==> src/rtl/piano_pkg.sv <==
// Shared types, constants and the note half-period table for uart_poly_piano.
package piano_pkg;

   typedef enum logic [2:0] {IDLE, START, DATA, STOP, WAIT_HIGH} rx_state_t;

   localparam int         KEY_W       = 5;
   localparam int         NUM_KEYS    = 13;
   localparam logic [7:0] CMD_ALL_OFF = 8'hFF;

   // Half period in clk cycles for keys 0..12 (C4..C5), rounded to nearest.
   // Frequencies are in mHz and reproduce the legacy piano table.
   function automatic int unsigned HALF_PERIOD(input longint unsigned clk_hz,
                                               input int unsigned key);
      longint unsigned f_mhz;
      case (key)
         0:       f_mhz = 64'd261630;
         1:       f_mhz = 64'd277180;
         2:       f_mhz = 64'd293660;
         3:       f_mhz = 64'd311130;
         4:       f_mhz = 64'd329630;
         5:       f_mhz = 64'd349230;
         6:       f_mhz = 64'd369990;
         7:       f_mhz = 64'd392000;
         8:       f_mhz = 64'd415300;
         9:       f_mhz = 64'd440000;
         10:      f_mhz = 64'd466160;
         11:      f_mhz = 64'd493880;
         default: f_mhz = 64'd523251;
      endcase
      return 32'((clk_hz * 64'd1000 + f_mhz) / (64'd2 * f_mhz));
   endfunction

endpackage

==> src/rtl/uart_rx_os.sv <==
// Oversampled 8N1 UART receiver driven by a clock-enable tick, with framing-error detection.
module uart_rx_os
   import piano_pkg::*;
#(
   parameter int CLK_HZ     = 100_000_000,
   parameter int BAUD       = 9600,
   parameter int OVERSAMPLE = 16
) (
   input  logic       clk,
   input  logic       rst,
   input  logic       rx,
   output logic [7:0] data,
   output logic       done,
   output logic       frame_err
);
   localparam int DIV   = (CLK_HZ + BAUD * OVERSAMPLE / 2) / (BAUD * OVERSAMPLE);
   localparam int DIV_W = (DIV > 1) ? $clog2(DIV) : 1;
   localparam int OS_W  = $clog2(OVERSAMPLE);

   localparam logic [OS_W-1:0] OS_HALF = OS_W'(OVERSAMPLE / 2 - 1);
   localparam logic [OS_W-1:0] OS_LAST = OS_W'(OVERSAMPLE - 1);

   logic             rx_meta, rx_sync, rx_prev;
   logic [DIV_W-1:0] div_cnt;
   logic             tick;
   rx_state_t        state;
   logic [OS_W-1:0]  os_cnt;
   logic [2:0]       bit_cnt;
   logic [7:0]       shreg;

   // Sync resets to idle-high so leaving reset never looks like a start edge.
   // NOTE: every register in this design is written with <= so all flops update from pre-edge values.
   always_ff @(posedge clk or posedge rst) begin
      if (rst) begin
         rx_meta <= 1'b1;
         rx_sync <= 1'b1;
         rx_prev <= 1'b1;
      end else begin
         rx_meta <= rx;
         rx_sync <= rx_meta;
         rx_prev <= rx_sync;
      end
   end

   always_ff @(posedge clk or posedge rst) begin
      if (rst) begin
         div_cnt <= '0;
         tick    <= 1'b0;
      end else if (div_cnt == DIV_W'(DIV - 1)) begin
         div_cnt <= '0;
         tick    <= 1'b1;
      end else begin
         div_cnt <= div_cnt + DIV_W'(1);
         tick    <= 1'b0;
      end
   end

   always_ff @(posedge clk or posedge rst) begin
      if (rst) begin
         state     <= IDLE;
         os_cnt    <= '0;
         bit_cnt   <= '0;
         shreg     <= '0;
         data      <= '0;
         done      <= 1'b0;
         frame_err <= 1'b0;
      end else begin
         done      <= 1'b0;
         frame_err <= 1'b0;
         case (state)
            IDLE: if (rx_prev && !rx_sync) begin
               state  <= START;
               os_cnt <= '0;
            end
            START: if (tick) begin
               if (os_cnt == OS_HALF) begin
                  os_cnt  <= '0;
                  bit_cnt <= '0;
                  state   <= rx_sync ? IDLE : DATA;
               end else begin
                  os_cnt <= os_cnt + OS_W'(1);
               end
            end
            DATA: if (tick) begin
               if (os_cnt == OS_LAST) begin
                  os_cnt  <= '0;
                  shreg   <= {rx_sync, shreg[7:1]};
                  bit_cnt <= bit_cnt + 3'd1;
                  if (bit_cnt == 3'd7) state <= STOP;
               end else begin
                  os_cnt <= os_cnt + OS_W'(1);
               end
            end
            STOP: if (tick) begin
               if (os_cnt == OS_LAST) begin
                  os_cnt <= '0;
                  if (rx_sync) begin
                     done  <= 1'b1;
                     data  <= shreg;
                     state <= IDLE;
                  end else begin
                     frame_err <= 1'b1;
                     state     <= WAIT_HIGH;
                  end
               end else begin
                  os_cnt <= os_cnt + OS_W'(1);
               end
            end
            WAIT_HIGH: if (rx_sync) state <= IDLE;
            default:   state <= IDLE;
         endcase
      end
   end

endmodule

==> src/rtl/uart_poly_piano.sv <==
// Serial-controlled polyphonic square-wave piano with a 1-bit sigma-delta mixer.
module uart_poly_piano
   import piano_pkg::*;
#(
   parameter int CLK_HZ     = 100_000_000,
   parameter int BAUD       = 9600,
   parameter int OVERSAMPLE = 16,
   parameter int VOICES     = 4
) (
   input  logic              clk,
   input  logic              rst,
   input  logic              rx,
   output logic [7:0]        LED,
   output logic              done,
   output logic              frame_err,
   output logic [VOICES-1:0] voice_busy,
   output logic              audioOut
);
   localparam int PTR_W = (VOICES > 1) ? $clog2(VOICES) : 1;
   localparam int CNT_W = $clog2(HALF_PERIOD(64'(CLK_HZ), 0));

   logic [CNT_W-1:0] half_m1 [2**KEY_W];
   logic [KEY_W-1:0] key [VOICES];
   logic [CNT_W-1:0] cnt [VOICES];
   logic [VOICES-1:0] busy, sq;
   logic [PTR_W-1:0]  ptr, free_idx, load_idx;
   logic              free_any, hit_any;
   logic [KEY_W-1:0]  cmd_key;
   logic [3:0]        s, acc, sum;

   uart_rx_os #(
      .CLK_HZ     (CLK_HZ),
      .BAUD       (BAUD),
      .OVERSAMPLE (OVERSAMPLE)
   ) u_rx (
      .clk       (clk),
      .rst       (rst),
      .rx        (rx),
      .data      (LED),
      .done      (done),
      .frame_err (frame_err)
   );

   // Unmapped keys never reach a voice, so their entries are don't-care.
   for (genvar k = 0; k < 2**KEY_W; k++) begin : g_half
      localparam int unsigned H = (k < NUM_KEYS) ? HALF_PERIOD(64'(CLK_HZ), k) : 1;
      assign half_m1[k] = CNT_W'(H - 1);
   end

   assign cmd_key    = LED[KEY_W-1:0];
   assign voice_busy = busy;

   // Descending scan so the lowest-index free voice wins.
   // NOTE: every always_comb output gets a default first so no path can infer a latch.
   always_comb begin
      free_any = 1'b0;
      free_idx = '0;
      hit_any  = 1'b0;
      for (int v = VOICES - 1; v >= 0; v--) begin
         if (!busy[v]) begin
            free_any = 1'b1;
            free_idx = PTR_W'(v);
         end
         if (busy[v] && key[v] == cmd_key) hit_any = 1'b1;
      end
      load_idx = free_any ? free_idx : ptr;
   end

   // NOTE: the voice arrays are only a few flops each, so they are reset like any other register.
   always_ff @(posedge clk or posedge rst) begin
      if (rst) begin
         for (int v = 0; v < VOICES; v++) begin
            key[v] <= '0;
            cnt[v] <= '0;
         end
         busy <= '0;
         sq   <= '0;
         ptr  <= '0;
      end else begin
         for (int v = 0; v < VOICES; v++) begin
            if (busy[v]) begin
               if (cnt[v] == half_m1[key[v]]) begin
                  cnt[v] <= '0;
                  sq[v]  <= ~sq[v];
               end else begin
                  cnt[v] <= cnt[v] + CNT_W'(1);
               end
            end
         end
         if (done) begin
            if (LED == CMD_ALL_OFF) begin
               busy <= '0;
               sq   <= '0;
            end else if (cmd_key < KEY_W'(NUM_KEYS)) begin
               if (!LED[7]) begin
                  if (!hit_any) begin
                     key[load_idx]  <= cmd_key;
                     cnt[load_idx]  <= '0;
                     busy[load_idx] <= 1'b1;
                     sq[load_idx]   <= 1'b0;
                     if (!free_any)
                        ptr <= (ptr == PTR_W'(VOICES - 1)) ? '0 : ptr + PTR_W'(1);
                  end
               end else begin
                  for (int v = 0; v < VOICES; v++) begin
                     if (busy[v] && key[v] == cmd_key) begin
                        busy[v] <= 1'b0;
                        sq[v]   <= 1'b0;
                     end
                  end
               end
            end
         end
      end
   end

   always_comb begin
      s = '0;
      for (int v = 0; v < VOICES; v++) s = s + {3'b000, busy[v] & sq[v]};
      sum = acc + s;
   end

   always_ff @(posedge clk or posedge rst) begin
      if (rst) begin
         acc      <= '0;
         audioOut <= 1'b0;
      end else if (sum >= 4'(VOICES)) begin
         acc      <= sum - 4'(VOICES);
         audioOut <= 1'b1;
      end else begin
         acc      <= sum;
         audioOut <= 1'b0;
      end
   end

endmodule

==> config.mk <==
export PLATFORM = sky130hd
export DESIGN_NAME = uart_poly_piano
export DESIGN_NICKNAME = d
export VERILOG_FILES = /design/src/rtl/piano_pkg.sv /design/src/rtl/uart_rx_os.sv /design/src/rtl/uart_poly_piano.sv
export SDC_FILE = /design/constraint.sdc
export NUM_CORES = 1
export LEC_CHECK = 0
export CORE_MARGIN = 3
export CORE_UTILIZATION = 40
export CTS_CLUSTER_SIZE = 14
export DETAILED_ROUTE_END_ITERATION = 7
export PLACE_DENSITY = 0.6
export SYNTH_ARGS = -nofsm -noshare
export SYNTH_HDL_FRONTEND = slang
export SYNTH_SLANG_ARGS = --single-unit
==> constraint.sdc <==
create_clock -name clk -period 10.68 [get_ports clk]
set_input_delay 2.136 -clock clk [delete_from_list [all_inputs] [get_ports clk]]
set_output_delay 2.136 -clock clk [all_outputs]
set_load 0.005 [all_outputs]
==> results.md, run 1 <==
* Final count of pins violating max slew at 0
* Root buffer cell: clkbuf_16
* Hold EP: u_rx.rx_sync
* Global-route wire length before repair at between 40000 and 50000 um
* Clock skew at 0.0120 ns
* Post-synth ARST share at 1.00
* Largest net degree at the start of global routing at 77
* Slowest cell on crit path: dfrtp_1
* Tot Pwr at 0.00115 W
* Setup ws final at roughly 6.7 ns
* Input/output buffers at 17
* Slew @ Worst Pin at around 1.2 ns
* Tot GR Track Use at 0.169
* Min Clock Period, post-route at just over 4 ns
* Fin. Hold Viols at 0
* Die Y-Extent at 174 um
* HP Class: reg2reg
* Longest Clk Path Bufs at 2
* Dpl ws at 6.48 ns
* IO Pins at 18
* Syn_nets at around 1400
* CTS tree: built
* Final Wtd Congestion at between 0.8 and 0.9
* Most frequent cells in the layout: dfrtp_1 (146), nor2_1 (140), nand2_1 (111)
* HP Start: u_rx.rx_meta
* Vias in the first global route at approximately 8500
* CTS sink cnt at 149
* Grt met1 use at 0.245
* Die width at roughly 170 um
* Post-synthesis to final-layout area growth at 6.59%
* Pwr dens at about 95 nW/um^2
* Hold Path Depth at 0
* CP bufs+invs at 1
* Sequential area share after synthesis at 0.330
* DR WL/cell at between 15 and 20 um
* TNS Setup at 0 ns
* Std-Cell Rows at 60
* Max VDD drop at approximately 0.1 mV
* Commonest non-fill, non-tap cell in the layout: dfrtp_1
* Worst path max stage delay at 0.74 ns
* DRT iter0 DRCs at between 500 and 600
* Antenna violations before repair at 0
* CTS resizes at 0
* EDFF count, synth at 0
* Ys Warns at 0
* DR pass1 iterations at 5
* Post-Syn Area per Cell at about 8.6 sq um
* DR vias at about 9100
* Most used routing layer: met2
* FF-to-FF Start: key[16]
* Critical path capture point type: flop
* Leakage at between 4 and 5 nW
* Reg clk slew, reported paths at 0.07 ns
* Total core area at 27300 sq um
* Worst R2R Path Depth at 10
* Detailed Place HPWL at approximately 18000 um
* Final setup fails at 0
* Worst reg2reg path endpoint: cnt[59]
* Tcrit/Tclk final at 0.377
* Synth cell types at 95
* RSZ-0062 raised after global routing: no
* Fmax at ~250 MHz
* Clk_lat worst skew at ~0.43 ns
* Met2 Use GR at 0.264
* Hold-fix buffers, CTS at 0
* Met3 GRT Util at 0.0282
* Multi-input gate area at a little under 7000 sq um
* Synthesized area at roughly 11000 sq um
* ANT cells at 0
* Worst Setup Path Type: reg2reg
* H-tree level count at 4
* Worst EP required at between 10 and 15 ns
* Critical-path cell list: inv_1 -> ha_1 -> nand2b_1 -> a21oi_1 -> o22ai_1 -> a2111o_1 -> or4_4 -> or3_4 -> o21ai_4 -> nor2_1
* Crit-path leading delay family: compound AO/OA/AOI/OAI gates
* MaxCap Viol Count at 0
* Slew headroom at 0.187
* Avg Vias per Cell at 5.54
* Total grt overflow at 0
* Filler cells at roughly 2700
* Die ar. at 30300 sq um
* Fin nets at around 1300
* Post-Syn Instances at approximately 1300
* Layout cell share with drive strength beyond 1 at 0.0914
* #FFs+latches synth at between 100 and 150
* CP max FO at 17
* Num CTS Buffers at 17
* Status: finished, final reports clean
* Main synth FF type: dfrtp_1
* Residual DRC count at 0
* Number of setup buffers added after CTS at 0
* Initial core utilization at 0.413
* Critical Path AT at 4.30 ns
* FF+latch area at about 3700 sq um
* CP startpoint kind: flop
* ANT nets after route at 0
* Worst Hold Slack at about 0.36 ns
* Routed wire length at between 20000 and 30000 um
* Register-to-Register Setup Slack at about 6.7 ns
[state kept, by name, summed over array words and instances (netlist names), 2 cells and up]
signal        count
cnt              72
u_rx.state        3
u_rx.shreg        8
u_rx.data         8
ptr               2
u_rx.os_cnt       4
u_rx.bit_cnt      3
voice_busy        4
u_rx.div_cnt     10
key              20
sq                4
acc               4
[cell families after synthesis]
family          count (synthesis)  synth area share
fa+ha+maj                      42            0.0485
compound gates                253             0.150
xor+xnor                      130             0.101
simple gates                  556             0.261
flops                         149             0.330
buf+inv                       137            0.0594
mux                            49            0.0501
[report_power, final]
group          internal (W)  switching, W  total (W)
clock              0.000308      0.000255   0.000563
combinational    0.00000225     0.0000119  0.0000142
sequential         0.000566    0.00000165   0.000568
[stage by stage]
| stage | cell area, sq um | cells | util |
|---|---|---|---|
| 3_5_place_dp | 11500 | 1620 | 0.420 |
| 6_report | 12000 | 1652 | 0.441 |
| 4_1_cts | 12000 | 1652 | 0.441 |
| 2_1_floorplan | 11300 | 1316 | - |
| 3_3_place_gp | 11500 | 1620 | 0.420 |
| 5_1_grt | 12000 | 1652 | 0.441 |
[area by class of cell]
type                    count  area share
flip-flops and latches    149       0.310
well taps                 372      0.0386
inverters                  45      0.0144
repair buffers             24      0.0185
clock inverters            14     0.00945
multi-input cells        1030       0.573
clock buffers              18      0.0365
[synthesized netlist by cell type, types with 12 or more instances]
cell / count / area, sq um
nor3_1: 36 / 180
ha_1: 39 / 488
nand3_1: 52 / 260
xor2_1: 66 / 578
a31oi_1: 17 / 106
nor2b_1: 21 / 131
a21oi_1: 52 / 260
nor3b_1: 12 / 90.1
nor2_1: 140 / 526
clkbuf_1: 37 / 139
nand4_1: 36 / 225
nand2b_1: 29 / 181
buf_2: 28 / 140
inv_1: 40 / 150
o21ai_0: 67 / 335
and3_1: 19 / 119
nand3b_1: 12 / 90.1
dfrtp_1: 146 / 3650
mux2_2: 29 / 327
nand2_1: 111 / 417
buf_4: 13 / 97.6
xnor2_1: 64 / 561
mux2i_1: 16 / 160
[worst reg2reg max path, stage by stage (launching register included)]
cell and delay [ns]:
dfrtp_1 0.74, inv_1 0.18, ha_1 0.53, nand2b_1 0.18, a21oi_1 0.17, o22ai_1 0.10, a2111o_1 0.35, or4_4 0.46
or3_4 0.39, o21ai_4 0.67, nor2_1 0.12
[how the worst max path moves through the flow]
stage	from	end	slack, ns	cells after the start
floorplan	rst	acc[0]	4.54	1
global placement	rst	cnt[44]	6.51	3
detailed placement	rst	cnt[44]	6.48	3
CTS	key[16]	cnt[59]	6.65	10
global route	key[16]	cnt[60]	6.39	10
finish	key[16]	cnt[59]	6.65	10
[routing by layer]
metal  share of wire  routed length [um]  up-vias
li1                -                   -     4552
met2            0.46               11600      134
met4           0.011                 280        0
met5               0                   0        -
met3           0.034                 848       23
met1            0.50               12600     4437
Power figures use the tool's default switching activity.
==> run 2: changes to the inputs <==
clock period = 3.9 ns   (was 10.68 ns; I/O delays follow)
==> run 2 against run 1 <==
Core utilization is 1.0 points higher. Clock-buffer cell count is 1 lower. Maximum frequency increased by 17%. Register-to-register slack got worse by 6.2 ns. Critical path type unchanged.
==> results.md, run 2 (synthesis results as in run 1) <==
* Worst path max stage delay at 0.57 ns (-0.17 ns)
* Die width at 174 um (unchanged)
* Number of setup buffers added after CTS at 0 (unchanged)
* DRT iter0 DRCs at 636 (+23%)
* Root buffer cell: clkbuf_16
* IO Pins at 18 (unchanged)
* Final count of pins violating max slew at 0 (unchanged)
* Slowest cell on crit path: dfrtp_1
* Placed insts at 1643 (+1.4%)
* Slew @ Worst Pin at 0.818 ns (-0.400 ns)
* TNS Setup at 0 ns (unchanged)
* Fmax at 290 MHz (+17%)
* Reg with most FFs: cnt
* Die ar. at 30300 sq um (unchanged)
* Most frequent cells in the layout: dfrtp_1 (146), nor2_1 (140), nand2_1 (111)
* Avg Vias per Cell at 5.47 (-1.1%)
* Tcrit/Tclk final at 0.884 (+0.507)
* Critical-path cell list: inv_1 -> ha_1 -> mux4_2 -> or4b_1 -> o221ai_1 -> nand3_1 -> nor4_1 -> or2_1 -> buf_4 -> nor2_1
* Status: finished, final reports clean
* Commonest non-fill, non-tap cell in the layout: dfrtp_1
* H-tree level count at 4 (unchanged)
* Critical Path AT at 3.77 ns (-0.53 ns)
* ANT cells at 0 (unchanged)
* Final Wtd Congestion at 0.848 (about the same)
* Worst Hold Slack at 0.360 ns (+0.000236 ns)
* CP max FO at 17 (unchanged)
* Detailed Place HPWL at 18100 um (+2.0%)
* Total core area at 27300 sq um (unchanged)
* Leakage at 5.17 nW (+3.6%)
* Reg clk slew, reported paths at 0.09 ns (+0.02 ns)
* DR WL/cell at 15.3 um (-0.24%)
* Std-Cell Rows at 60 (unchanged)
* Antenna violations before repair at 0 (unchanged)
* Post-synthesis to final-layout area growth at 9.10%
* Max reg flops at 72 (unchanged)
* CTS resizes at 0 (unchanged)
* Final Non-Filler Cells at 1675 (+1.4%)
* Worst EP required at 4.22 ns (-6.73 ns)
* Pwr dens at 271 nW/um^2 (+190%)
* Routed wire length at 25600 um (+1.2%)
* Worst Setup Path Type: reg2reg
* Total grt overflow at 0 (unchanged)
* Max VDD drop at 0.262 mV (+160%)
* DR vias at 9168 (+0.24%)
* Critical path capture point type: flop
* HP Class: reg2reg
* CTS tree: built
* Layout cell share with drive strength beyond 1 at 0.107 (+0.0160)
* ANT nets after route at 0 (unchanged)
* CP startpoint kind: flop
* Global-route wire length before repair at 43500 um (+0.13%)
* Input/output buffers at 17 (unchanged)
* CTS sink cnt at 149 (unchanged)
* Fin nets at 1335 (+1.8%)
* Fin. Hold Viols at 0 (unchanged)
* MaxCap Viol Count at 0 (unchanged)
* Initial core utilization at 0.413 (unchanged)
* Die Y-Extent at 174 um (unchanged)
* Biggest registers after layout: cnt: 72 flops, key: 20 flops, u_rx.div_cnt: 10 flops
* Vias in the first global route at 8483 (-0.11%)
* RSZ-0062 raised after global routing: no
* Tot GR Track Use at 0.169 (+0.000315)
* Min Clock Period, post-route at 3.45 ns (-0.580 ns)
* Clk_lat worst skew at 0.45 ns (+0.02 ns)
* Hold-fix buffers, CTS at 0 (unchanged)
* Slew headroom at 0.454 (+0.267)
* Largest net degree at the start of global routing at 58 (-25%)
* Final setup fails at 0 (unchanged)
* DR pass1 iterations at 5 (unchanged)
* Clock skew at 0.0262 ns (+0.0141 ns)
* Residual DRC count at 0 (unchanged)
* Longest Clk Path Bufs at 2 (unchanged)
* Num CTS Buffers at 17 (unchanged)
## run 2: final timing paths
check	start	to	slack, ns	cells after the start
setup / recovery	key[1]	cnt[3]	0.45	10
hold reg to reg	u_rx.rx_meta	u_rx.rx_sync	0.36	0
max in group asynchronous	rst	key[9]	2.47	3
setup reg to reg	key[1]	cnt[3]	0.45	10
hold / removal	u_rx.rx_meta	u_rx.rx_sync	0.36	0
min in group asynchronous	rst	cnt[4]	0.71	2
## run 2: stage by stage
stage                     cell area [sq um]  total power [W]  utilization  setup WS, ns
after detailed placement              11700          0.00163        0.428         0.524
after global routing                  12300          0.00346        0.451         0.147
after CTS                             12300          0.00339        0.451         0.492
after floorplan                       11300          0.00161            -         0.660
after global placement                11700          0.00163        0.428         0.624
final                                 12300          0.00335        0.451         0.453
## run 2: cell type report
| cell class | count | area [sq um] |
|---|---|---|
| well taps | 372 | 465 |
| fillers | 2705 | 15000 |
| clock buffers | 17 | 425 |
| flip-flops and latches | 149 | 3730 |
| repair buffers | 47 | 433 |
| multi-input cells | 1030 | 6900 |
| inverters | 45 | 173 |
| clock inverters | 15 | 203 |
## run 2: critical path: cells and delay by family, from the launching register on
kind	cells	cell delay, ns
AO/OA/AOI/OAI	1	0.23
flip-flops	1	0.57
buffers and inverters	2	0.39
AND/OR/NAND/NOR	5	1.15
multiplexers	1	0.53
adder cells (fa/ha/maj)	1	0.43
## run 2: report_power, final
group          total [W]  internal, W  switching, W
clock            0.00175     0.000934      0.000813
combinational  0.0000441    0.0000102     0.0000339
sequential       0.00155      0.00155    0.00000437
## run 2: per-layer routing
layer,vias up,track usage,part of all wire
met2,118,0.272,0.46
met4,0,0.0405,0.011
met1,4437,0.239,0.50
met5,-,0,0
met3,21,0.0282,0.034
li1,4592,-,-
==> run 3: changes to the inputs <==
ABC_AREA = 1   (was unset)
==> run 3 against run 2 <==
Global-route usage increased by 2.8 points. First-iteration DRC count increased by 33%. Synthesized cell count rose by 30%. Worst setup slack better by 0.59 ns. Critical endpoint is now cnt[20]. Largest cell class unchanged.
==> results.md, run 3 <==
* Fin util at 0.451 (about the same)
* Grt met1 use at 0.281 (+0.0413)
* Met3 GRT Util at 0.0291 (+0.000950)
* EDFF count, synth at 0 (unchanged)
* Filler cells at 2834 (+4.8%)
* CP startpoint kind: flop
* Hold-fix buffers, CTS at 0 (unchanged)
* Commonest non-fill, non-tap cell in the layout: nand2_1
* Die width at 173 um (-0.38%)
* Leakage at 6.29 nW (+22%)
* Placed insts at 2073 (+26%)
* DR WL/cell at 13.8 um (-9.5%)
* Syn_nets at 1760 (+29%)
* Worst reg2reg path endpoint: cnt[20]
* Worst EP required at 4.22 ns (about the same)
* HP Class: reg2reg
* Clk_lat worst skew at 0.43 ns (-0.02 ns)
* FF-to-FF Start: key[5]
* DRT iter0 DRCs at 847 (+33%)
* Longest Clk Path Bufs at 2 (unchanged)
* Final count of pins violating max slew at 0 (unchanged)
* Largest family of logic cells by synthesized area: simple AND/OR/NAND/NOR gates
* CTS sink cnt at 149 (unchanged)
* MaxCap Viol Count at 0 (unchanged)
* Final Non-Filler Cells at 2105 (+26%)
* Max reg flops at 72 (unchanged)
* Synth Area in Adders at 0.0489 (+0.000379)
* Reg clk slew, reported paths at 0.07 ns (-0.02 ns)
* Antenna violations before repair at 0 (unchanged)
* Fin. Hold Viols at 0 (unchanged)
* IO Pins at 18 (unchanged)
* #FFs+latches synth at 149 (unchanged)
* Ys Warns at 0 (unchanged)
* Residual DRC count at 0 (unchanged)
* Root buffer cell: clkbuf_16
* Slew @ Worst Pin at 0.779 ns (-0.0396 ns)
* DP Area at 11700 sq um (-0.15%)
* XOR/XNOR Fraction of Synth Area at 0.0390 (-0.0618)
* CTS resizes at 0 (unchanged)
* Fmax at 350 MHz (+21%)
* Die ar. at 30100 sq um (-0.75%)
* Compound-gate portion of the synthesized area at 0.0663 (-0.0833)
* Largest area contributor in the netlist: dfrtp_1
* Register-to-Register Setup Slack at 1.04 ns (+0.59 ns)
* Avg Vias per Cell at 5.06 (-7.6%)
* Initial core utilization at 0.411 (-0.00207)
* ANT nets after route at 0 (unchanged)
* Main synth FF type: dfrtp_1
* Tot GR Track Use at 0.197 (+0.0278)
* Biggest registers after layout: cnt: 72 flops, key: 20 flops, u_rx.div_cnt: 10 flops
* Detailed Place HPWL at 22100 um (+22%)
* Status: finished, final reports clean
* Layout cell share with drive strength beyond 1 at 0.0554 (-0.0520)
* Pwr dens at 285 nW/um^2 (+5.0%)
* Post-Syn Instances at 1715 (+30%)
* Post-synthesis mux area share at 0 (-0.0501)
* Hold EP: u_rx.rx_sync
* Hold Path Depth at 0 (unchanged)
* Max VDD drop at 0.277 mV (+5.8%)
* H-tree level count at 4 (unchanged)
* Synth cell types at 46 (-52%)
* Sequential area share after synthesis at 0.333 (+0.00258)
* Cell with the most instances after synthesis: nand2_1
* Synth top area cells: dfrtp_1 (33%), nand2_1 (19%), nand3_1 (7.8%)
* DR vias at 10600 (+16%)
* ANT cells at 0 (unchanged)
* Tot Pwr at 0.00350 W (+4.6%)
* CP max FO at 9 (-8)
* RSZ-0062 raised after global routing: no
* Clock skew at 0.0101 ns (-0.0160 ns)
* Fin nets at 1765 (+32%)
* Most frequent cells in the layout: nand2_1 (567), inv_1 (223), nor2_1 (183)
* Total grt overflow at 0 (unchanged)
* TNS Setup at 0 ns (unchanged)
* Std-Cell Rows at 60 (unchanged)
* Most frequent cells after synthesis: nand2_1 (567), inv_1 (224), nor2_1 (183), nand3_1 (175), dfrtp_1 (146)
* Reg with most FFs: cnt
* Num CTS Buffers at 17 (unchanged)
* Critical path capture point type: flop
* Post-route design area at 12300 sq um (-0.36%)
* Worst Setup Path Type: reg2reg
* Synth top area share at 0.326 (+0.00253)
* Global-route wire length before repair at 50200 um (+15%)
* Tcrit/Tclk final at 0.732 (-0.151)
* Post-synthesis to final-layout area growth at 9.56%
* Met2 Use GR at 0.316 (+0.0445)
* HP Start: u_rx.rx_meta
* Critical Path AT at 3.17 ns (-0.60 ns)
* Min Clock Period, post-route at 2.86 ns (-0.591 ns)
* Routed wire length at 29100 um (+14%)
* Input/output buffers at 17 (unchanged)
* Slew headroom at 0.480 (+0.0253)
* Die Y-Extent at 173 um (-0.38%)
* Total core area at 27300 sq um (-0.27%)
* Synthesized area at 11200 sq um (-0.78%)
* Vias in the first global route at 10100 (+19%)
* Largest net degree at the start of global routing at 45 (-22%)
* Simple-gate share of the synthesized area at 0.411 (+0.150)
* Final setup fails at 0 (unchanged)
* Number of setup buffers added after CTS at 0 (unchanged)
* Worst R2R Path Depth at 16 (+6)
* DR pass1 iterations at 5 (unchanged)
* Final Wtd Congestion at 0.950 (+12%)
* Most used routing layer: met2
* Post-Syn Area per Cell at 6.54 sq um (-24%)
* CTS tree: built
* Post-synth ARST share at 1.00 (unchanged)
-- run 3: per-layer routing --
layer  routed length [um]  share of wire
met2                13100           0.45
met5                    0              0
met3                 1510          0.052
met1                14100           0.48
met4                  393          0.014
-- run 3: how the worst max path moves through the flow --
stage	startpoint	end
floorplan	rst	acc[0]
global placement	key[5]	cnt[31]
detailed placement	key[5]	cnt[20]
CTS	key[5]	cnt[20]
global route	key[5]	cnt[27]
finish	key[5]	cnt[20]
-- run 3: where the power goes --
| group | internal [W] | switching (W) |
|---|---|---|
| combinational | 0.0000693 | 0.000140 |
| clock | 0.000923 | 0.000774 |
| sequential | 0.00157 | 0.0000216 |
-- run 3: area by class of cell --
type	instances	area, sq um	area share
well taps	372	465	0.0379
clock inverters	15	176	0.0144
inverters	241	911	0.0742
clock buffers	17	425	0.0346
flip-flops and latches	149	3730	0.304
multi-input cells	1290	6330	0.516
repair buffers	21	238	0.0194
-- run 3: critical path, stage by stage, from the launching register on --
cell and delay, ns:
dfrtp_1 0.48, inv_1 0.20, ha_1 0.36, nand2_1 0.20, nand2_1 0.13, o21ai_1 0.25
nand2_1 0.09, nand2_1 0.06, nand2_1 0.05, nor2_1 0.10, nand2_1 0.07, nor2_2 0.23
nand3_4 0.21, nand2_4 0.15, inv_2 0.08, nand2_1 0.06, inv_1 0.04
-- run 3: cell families after synthesis --
group / count (synthesis)
and+or+nand+nor: 1060
xor gates and xnor gates: 49
adders and majority gates: 42
DFF: 149
buffers and inverters: 276
AOI/OAI and AO/OA: 139
-- run 3: metrics by stage --
stage / hold WS, ns / worst slack (ns)
3_5_place_dp: 0.352 / 1.12
4_1_cts: 0.362 / 1.10
2_1_floorplan: 0.345 / 1.25
3_3_place_gp: 0.349 / 1.13
5_1_grt: 0.366 / 0.804
6_report: 0.360 / 1.04
